## src/rtl/bit_sync_down_counter.sv

```systemverilog
// Loadable N-bit down counter with registered one-cycle terminal-count pulse.
// Optional periodic auto-reload is enabled by defining DOWN_COUNTER_RELOAD_EN.
module bit_sync_down_counter #(
  parameter int N = 4
) (
  input  logic         CLK,
  input  logic         EN,
  input  logic         LOAD,
  input  logic [N-1:0] D,
  input  logic         CE,
`ifdef DOWN_COUNTER_RELOAD_EN
  input  logic         RELOAD,
`endif
  output logic [N-1:0] Q,
  output logic         TC,
  output logic         BUSY
);

  typedef enum logic {IDLE = 1'b0, RUN = 1'b1} state_t;

  state_t       state, state_nxt;
  logic [N-1:0] cnt, cnt_nxt;
  logic [N-1:0] rld, rld_nxt;
  logic         tc, tc_nxt;
  logic         reload_active;

`ifdef DOWN_COUNTER_RELOAD_EN
  assign reload_active = RELOAD;
`else
  assign reload_active = 1'b0;
`endif

  always_ff @(posedge CLK or negedge EN) begin
    if (!EN) begin
      state <= IDLE;
      cnt   <= '0;
      rld   <= '0;
      tc    <= 1'b0;
    end else begin
      state <= state_nxt;
      cnt   <= cnt_nxt;
      rld   <= rld_nxt;
      tc    <= tc_nxt;
    end
  end

  always_comb begin
    state_nxt = state;
    cnt_nxt   = cnt;
    rld_nxt   = rld;
    tc_nxt    = 1'b0;
    if (LOAD) begin
      // A zero load expires immediately instead of entering RUN.
      cnt_nxt = D;
      if (D != '0) begin
        rld_nxt   = D;
        state_nxt = RUN;
      end else begin
        tc_nxt    = 1'b1;
        state_nxt = IDLE;
      end
    end else if (state == RUN && CE) begin
      if (cnt > N'(1)) begin
        cnt_nxt = cnt - N'(1);
      end else begin
        // Expiry from 1; the <= 1 test also keeps a stray 0 from wrapping.
        tc_nxt = 1'b1;
        if (reload_active) begin
          cnt_nxt = rld;
        end else begin
          cnt_nxt   = '0;
          state_nxt = IDLE;
        end
      end
    end
  end

  assign Q    = cnt;
  assign TC   = tc;
  assign BUSY = (state == RUN);

endmodule
```

## config.mk

```make
export PLATFORM = sky130hd
export DESIGN_NAME = bit_sync_down_counter
export DESIGN_NICKNAME = d
export VERILOG_FILES = /design/src/rtl/bit_sync_down_counter.sv
export SDC_FILE = /design/constraint.sdc
export NUM_CORES = 1
export LEC_CHECK = 0
export ABC_CLOCK_PERIOD_IN_PS = 1880
export CAP_MARGIN = 15
export CORE_MARGIN = 5
export CORE_UTILIZATION = 23
export CTS_BUF_LIST = sky130_fd_sc_hd__clkbuf_2
export DETAILED_ROUTE_END_ITERATION = 10
export PLACE_DENSITY = 0.49
export SLEW_MARGIN = 20
export SYNTH_ARGS = -nofsm -noshare
export SYNTH_HDL_FRONTEND = slang
export SYNTH_SLANG_ARGS = --single-unit
```

## constraint.sdc

```tcl
create_clock -name CLK -period 1.88 [get_ports CLK]
set_clock_uncertainty 0.1 [all_clocks]
set_input_delay 0.564 -clock CLK [delete_from_list [all_inputs] [get_ports CLK]]
set_output_delay 0.564 -clock CLK [all_outputs]
set_load 0.03 [all_outputs]
```

---- Word-level counts from Yosys, hierarchy flattened ----
Index checks and enable logic that the tools add are counted.
word-level totals
  flip-flop bits (word level) ............. 6
  bits in latches ......................... 0
  memory bits (writable) .................. 0
  memory bits (read-only) ................. 0
  input port bits ......................... 8
  output and inout port bits .............. 6
  logic and storage cells ................. 21
  memories ................................ 0
operators by class
  add/subtract/negate cells ............... 1
  $mul .................................... 0
  divide/modulo/power cells ............... 0
  order comparisons ....................... 1
  eq/ne operators ......................... 1
  shifts and indexed selects .............. 0
  muxes and demuxes ....................... 11
  bitwise gates (word level) .............. 0
  reductions and logical operators ........ 4
operators by type and width
  kind                 count
  $mux 4               3
  $mux 1               8
  $gt 4x1->1 const B   1
  $reduce_bool 4->1    1
  $sub 4x1->4 const B  1
  $ne 2x2->1 const B   1
  $reduce_and 2->1     1
  $reduce_bool 2->1    1
  $logic_and 1x1->1    1

---- Longest topological paths before layout ----
  depth after elaboration ................. 4
  gate-level depth with buffers ........... 5
  mapped depth without buffers ............ 5

---- Least setup slack after synthesis ----
OpenSTA, ideal clock, no wires.
  path type ............................... register to register
  start point ............................. register cnt[0], in the netlist Q[0]
  end point ............................... register cnt[3], in the netlist Q[3]
  setup time .............................. 0.076 ns
  data arrival time ....................... 1.518 ns
  data required time ...................... 1.704 ns
  path slack .............................. 0.185 ns
  cell stages (with the launch flop) ...... 6
  clock period less this slack ............ 1.695 ns
  path through ............................ dfrtp_1 -> inv_1 -> ha_1 -> or2_4 -> a211o_1 -> o21ai_1
on the way
  longest elaborated chain between the ends .. 4
ends and longest elaborated chain
  item                                              line    RTL
  start: declaration                                22      logic [N-1:0] cnt, cnt_nxt;
  start signal: assignment                          41      cnt <= cnt_nxt;
  $sub 4x1->4 / $gt 4x1->1 (equally long branches)  64, 63
  $mux 4 (*)                                        63      if (cnt > N'(1)) begin
  $mux 4 (*)                                        62      end else if (state == RUN && CE) begin
  $mux 4 (*)                                        52      if (LOAD) begin
Every way passes the cells marked *; elsewhere a longest branch is shown, timed or not. The select of a mux whose other input is x is not followed.
A chain may end at the register's enable or synchronous reset.

---- Worst setup path in the final report ----
  start point ............................. register state, in the netlist BUSY
  end point ............................... output port BUSY
RTL lines
  item                      line  RTL
  start: declaration        21    state_t state, state_nxt;
  start signal: assignment  40    state <= state_nxt;
  end: declaration          16    output logic BUSY
No word-level cell between the ends.

==> results by group <==
Clocking
  – Sink Count: 6
  – Root cell of the clock tree: sky130_fd_sc_hd__clkbuf_2
  – Hold Buf Count CTS: 0
  – Number of buffers created by CTS: 3
  – # H-tree levels: 1
  – Total setup buffers inserted after CTS: 0
  – Clock Tree Buf Depth: 2
  – Latest clock arrival within the worst-skew pair: approximately 0.22 ns
  – Clock input transition at the sequential cells of the worst setup and hold paths: 0.06 ns
  – CTS tree: yes
  – Total of cells resized after clock tree synthesis: 6

Routing
  – Remaining routing DRC violations: 0
  – DRT Pass-1 Iters: 2
  – Routed via count: roughly 320
  – Routed len/inst: 13.1 µm
  – DRT iter0 DRCs: 1
  – Remaining antenna violation count after routing: 0
  – Wirelength, routed: 901 µm
  – Vias per cell: 4.65

Setup path
  – Data required time of the worst path: 1.22 ns
  – Crit-path max cell delay: 0.42 ns
  – Startpoint Class: flop
  – Slowest stage cell, crit path: sky130_fd_sc_hd__dlygate4sd2_1
  – Chain of cells forming the critical path: dlygate4sd2_1
  – Max FO, Critical Path: 5
  – Arrival time worst endpoint: approximately 1.1 ns
  – Cell family contributing the most delay on the critical path: buffers and inverters
  – Critical path buffer and inverter count: 1
  – Worst setup path category: reg2out
  – Endpoint class of the critical path: output pin

Timing
  – Relative max-transition margin: 78.6%
  – Tightest Pin Transition: 0.323 ns
  – Unrepaired setup endpoints after global routing: no
  – Crit path time final: 1.71 ns
  – Final WS setup: 0.170 ns
  – Final-report hold violation count: 0
  – Final-layout setup total negative slack: 0 ns
  – Max-slew violation count: 0
  – Endpoints failing setup: 0
  – Tcrit/Tclk final: 91.0%
  – Highest attainable clock frequency: approximately 600 MHz

Worst hold path
  – Path category of the worst min-delay check: in2async

Global route
  – Global-route usage over all layers: 8.48%
  – Global-route wire length before repair: roughly 1500 µm
  – Congestion Overflow GR: 0
  – Global routing met1 resource utilization: 10.4%
  – Met3 usage: 3.98%
  – Largest net degree at the start of global routing: 10
  – Vias in the first global route: about 330
  – Met2 track demand over resource: between 10% and 20%
  – Global-route layer with the greatest usage: met2
  – Number of antenna violations at the first check in global routing: 0

Floorplan
  – Vert. Die Dim: ~48 µm
  – Number of cell rows: 13
  – Overall die area: 0.00235 mm²
  – Initial Util: between 20% and 30%
  – Total I/O pin count: 14
  – Die outline width: 48.5 µm
  – Core area: ~0.0014 mm²

Cells and area
  – Total area of multi-input combinational cells: 178 µm²
  – Commonest cells after routing, fill and taps aside: sky130_fd_sc_hd__clkdlybuf4s50_1 (7), sky130_fd_sc_hd__dfrtp_1 (6), sky130_fd_sc_hd__dlygate4sd2_1 (6)
  – Antenna diode count: 0
  – Layout filler cell count: 151
  – Most common library cell in the layout ignoring fill and taps: sky130_fd_sc_hd__clkdlybuf4s50_1
  – Number of nets in the finished design: 66
  – Final design utilization: 38.6%
  – Fraction of final layout cells with drive strength greater than 1: 14.8%
  – Growth of design area from synthesis to finish: 53.3%
  – Area taken by flip-flops and latches: between 150 and 200 µm²
  – Post-Layout Cell Count: 69

Placed design
  – Total instance count after detailed placement: 66
  – Detailed Place HPWL: 752 µm
  – Final GP Congestion: 0.711
  – Post-place setup slack: 0.0312 ns
  – Number of input and output port buffers inserted: 13

Synthesis
  – Number of synthesized register bits: 6
  – Synthesized area divided by synthesized cell count: 9.72 µm²
  – Cell Area, Synth: 340 µm²
  – Warnings, synthesis: 0
  – Mapped Nets: 45
  – Post-synthesis instance total: 35
  – Number of distinct library cells after synthesis: 19
  – Sequential fraction of the synthesis area: between 40 and 50%

Power and ir drop
  – Power density over the cells: 764 mW/mm²
  – Leakage power total: 0.000246 µW
  – Worst IR Drop VDD: ~0.33 mV

Outcome
  – Run status: completed

Job
  – Max Cap Violations: 0
Yosys cell counts:
master                    instances  area share, %
sky130_fd_sc_hd__a22oi_1          3            6.6
sky130_fd_sc_hd__a21o_1           1            2.2
sky130_fd_sc_hd__a21oi_1          2            2.9
sky130_fd_sc_hd__ha_1             2            7.4
sky130_fd_sc_hd__or2_4            1            2.6
sky130_fd_sc_hd__xnor2_1          1            2.6
sky130_fd_sc_hd__nand3_1          1            1.5
sky130_fd_sc_hd__o41a_1           1            3.3
sky130_fd_sc_hd__mux2i_1          1            2.9
sky130_fd_sc_hd__nor3_1           2            2.9
sky130_fd_sc_hd__nor2_1           1            1.1
sky130_fd_sc_hd__dfrtp_1          6             44
sky130_fd_sc_hd__inv_1            2            2.2
sky130_fd_sc_hd__a211o_1          1            2.6
sky130_fd_sc_hd__nor2b_1          2            3.7
sky130_fd_sc_hd__buf_2            1            1.5
sky130_fd_sc_hd__a31oi_1          1            1.8
sky130_fd_sc_hd__o21ai_1          4            5.9
sky130_fd_sc_hd__nand2_1          2            2.2
power by group:
part,leakage (µW),switching [µW],total [µW],internal [µW]
clock,0.0000125,44.9,88.1,43.2
combinational,0.000161,85.4,156,70.7
sequential,0.0000729,10.0,154,144
total,0.000246,140,398,258
cell type report:
type	count	area share [%]
Clock buffer	3	2.88
Inverter	2	1.44
Multi-Input combinational cell	26	34.1
Sequential cell	6	28.8
Tap cell	15	3.60
Timing Repair Buffer	17	29.3
metal layers:
| metal | wire [µm] | vias up | part of all wire, % |
|---|---|---|---|
| met5 | 0 | - | 0 |
| met4 | 15 | 0 | 1.7 |
| met3 | 62 | 2 | 6.9 |
| met2 | 385 | 10 | 43 |
| met1 | 438 | 143 | 49 |
| li1 | - | 166 | - |
path summary, 6_finish.rpt:
path / slack [ns] / from / cells after the start / end
max: 0.17 / BUSY$_DFFE_PN0P_ / 1 / BUSY
min: 0.49 / EN / 1 / Q[1]$_DFFE_PN0P_
max reg2reg: 0.22 / Q[0]$_DFFE_PN0P_ / 6 / Q[0]$_DFFE_PN0P_
min reg2reg: 0.49 / BUSY$_DFFE_PN0P_ / 1 / BUSY$_DFFE_PN0P_
max in group asynchronous: 0.97 / EN / 1 / BUSY$_DFFE_PN0P_
min in group CLK: 0.49 / BUSY$_DFFE_PN0P_ / 1 / BUSY$_DFFE_PN0P_
flip-flops by register name, summed over array words and instances (netlist names):
signal	count
Q	4
BUSY	1
TC	1
cell families after synthesis:
logic type / after synthesis / share of synthesized area (%)
compound gates: 13 / 25.4
xor+xnor: 1 / 2.57
fa+ha+maj: 2 / 7.35
buf+inv: 3 / 3.68
flops: 6 / 44.1
mux: 1 / 2.94
simple gates: 9 / 14.0
stage by stage:
stage | total power (µW) | hold slack (ns) | cell area [µm²]
floorplan | 247 | 0.168 | 340
global placement | 324 | 0.476 | 514
detailed placement | 325 | 0.473 | 514
CTS | 407 | 0.483 | 522
global route | 431 | 0.484 | 522
finish | 398 | 0.487 | 522
No activity file was read; power rests on OpenSTA's default activity.
==> edit, RTL diff (same settings) <==
Set the parameter `N` to 5 (it was 4).
--- a/src/rtl/bit_sync_down_counter.sv
+++ b/src/rtl/bit_sync_down_counter.sv
@@ -3,3 +3,3 @@
 module bit_sync_down_counter #(
-  parameter int N = 4
+  parameter int N = 5
 ) (
Interface: changed (resized D and Q); port bits go from 14 to 16. No check against the original RTL was run, so the function may have changed too.
==> edit against the unedited design <==
Routed wire length up 28%. Combinational power up 8%. Via count up 33%. Worst setup slack worse by 0.020 ns. Sequential cell count up 1. Power up 15%. Final area up 24%. Cell count up 25%. Area after synthesis up 18%. Critical path type is now input pin to flop. Largest cell class unchanged. Largest power group is now sequential cells. Highest routed layer is now met3.
==> edit: results (changes against the unedited design) <==
Power and ir drop
  – Switching power: 0.158 mW (+13%)
  – P_leak: 0.285 nW (+16%)

Detailed routing
  – Initial DRC count: 3 (+2)
  – Via Count: 427 (+33%)

GRT
  – First-pass GRT wire length: 1900 µm (+25%)
  – Vias in the first global route: 409 (+23%)

Setup path
  – RR Startpoint: Q[2]
  – Crit Path Max Fanout: 3 (-2)
  – R2r endpoint: Q[4]
  – R2R cell count: 4 (-2)

Synth
  – Post-synthesis compound-gate area fraction: 26.3% (+0.88 points)
  – Most frequent cells after synthesis: dfrtp_1, a31oi_1, and2_1, inv_1, o41ai_1
  – Synth area leaders: dfrtp_1, a31oi_1, o41ai_1
  – Synth Area in XOR/XNOR: 0% (-2.6 points)
  – Mean area per synthesized cell: 9.53 µm² (-2.0%)
  – Multiplexer share of the synthesized area: 0% (-2.9 points)
  – Post-synth net total: 53 (+18%)
  – Synth Area in Adders: 6.25% (-1.1 points)

Worst hold path
  – Min-delay worst type: flop to flop

Run status
  – Status: finished clean

Layout
  – Layout cells sized above 1: 18.8% (+4.0 points)
  – Number of flip-flops in the largest register: 5 (+1)

Place
  – Placed Cells incl. Taps: 82 (+24%)
  – Post-DP HPWL: 937 µm (+25%)
  – Routability cong.: 0.871 (+22%)
  – PortBufs: 15 (+2)

Timing
  – Hold Slack: 0.483 ns (-0.00435 ns)
-- edit: cell types whose count changed after synthesis, moves of 2 or more --
cell and change:
a31oi_1 +5, a21oi_1 -2, o31ai_1 +2, a22oi_1 -3, and2_1 +3, o21ai_1 -4
o41ai_1 +3, o21ai_0 +2
-- edit: worst max path at each step --
stage | start | end | slack (ns) | cells past startpoint
6_report | CE | Q[4] | 0.15 | 4
5_1_grt | CE | Q[3] | 0.08 | 4
4_1_cts | CE | Q[4] | 0.16 | 4
3_5_place_dp | LOAD | BUSY | -0.10 | 4
3_3_place_gp | CE | Q[4] | -0.08 | 4
2_1_floorplan | Q[1] | Q[4] | 0.21 | 4
-- edit: cells by family (layout without fill, tap and decap cells) --
logic type | count (synthesis) | in the layout
buffers and inverters | 4 | 31
adder cells (fa/ha/maj) | 2 | 2
flip-flops | 7 | 7
AND/OR/NAND/NOR | 14 | 14
AO/OA/AOI/OAI | 15 | 15
-- edit: cell type report --
type                       count  area share [%]
multi-input combinational     31            32.5
timing repair buffer          24            32.3
sequential                     7            27.1
tap                           17            3.29
clock buffer                   4            3.09
inverter                       3            1.74
-- edit: power by group through the flow --
stage | combinational, mW | clock, mW | sequential, mW
floorplan | 0.0478 | 0 | 0.217
CTS | 0.171 | 0.119 | 0.175
detailed placement | 0.181 | 0 | 0.178
global route | 0.183 | 0.130 | 0.177
global placement | 0.181 | 0 | 0.178
finish | 0.169 | 0.112 | 0.175
-- edit: layer usage --
layer / GRT usage, % / up-vias / share of wire [%]
li1: - / 221 / -
met1: 11.6 / 196 / 44
met2: 16.1 / 10 / 49
met3: 6.30 / 0 / 6.6
met4: 1.31 / 0 / 0
met5: 0 / - / 0
-- edit: critical path, cell delays in order --
cell and delay, ns:
clkdlybuf4s50_1 0.50, nand3_1 0.10, or4b_1 0.46, a31oi_1 0.16
-- edit: what timing repair did --
item / CTS / global route
hold buffers: 0 / 0
setup endpoints to repair: 7 / 0
hold endpoints to repair: 0 / 0
resized for setup: 7 / 0
-- edit: metrics by stage --
| stage | total power [mW] | setup slack [ns] | setup TNS [ns] | instance area (µm²) |
|---|---|---|---|---|
| 5_1_grt | 0.490 | 0.0776 | 0 | 647 |
| 4_1_cts | 0.464 | 0.158 | 0 | 647 |
| 6_report | 0.456 | 0.150 | 0 | 647 |
| 3_3_place_gp | 0.359 | -0.0800 | -0.205 | 636 |
| 3_5_place_dp | 0.359 | -0.100 | -0.382 | 636 |
| 2_1_floorplan | 0.264 | 0.210 | 0 | 400 |
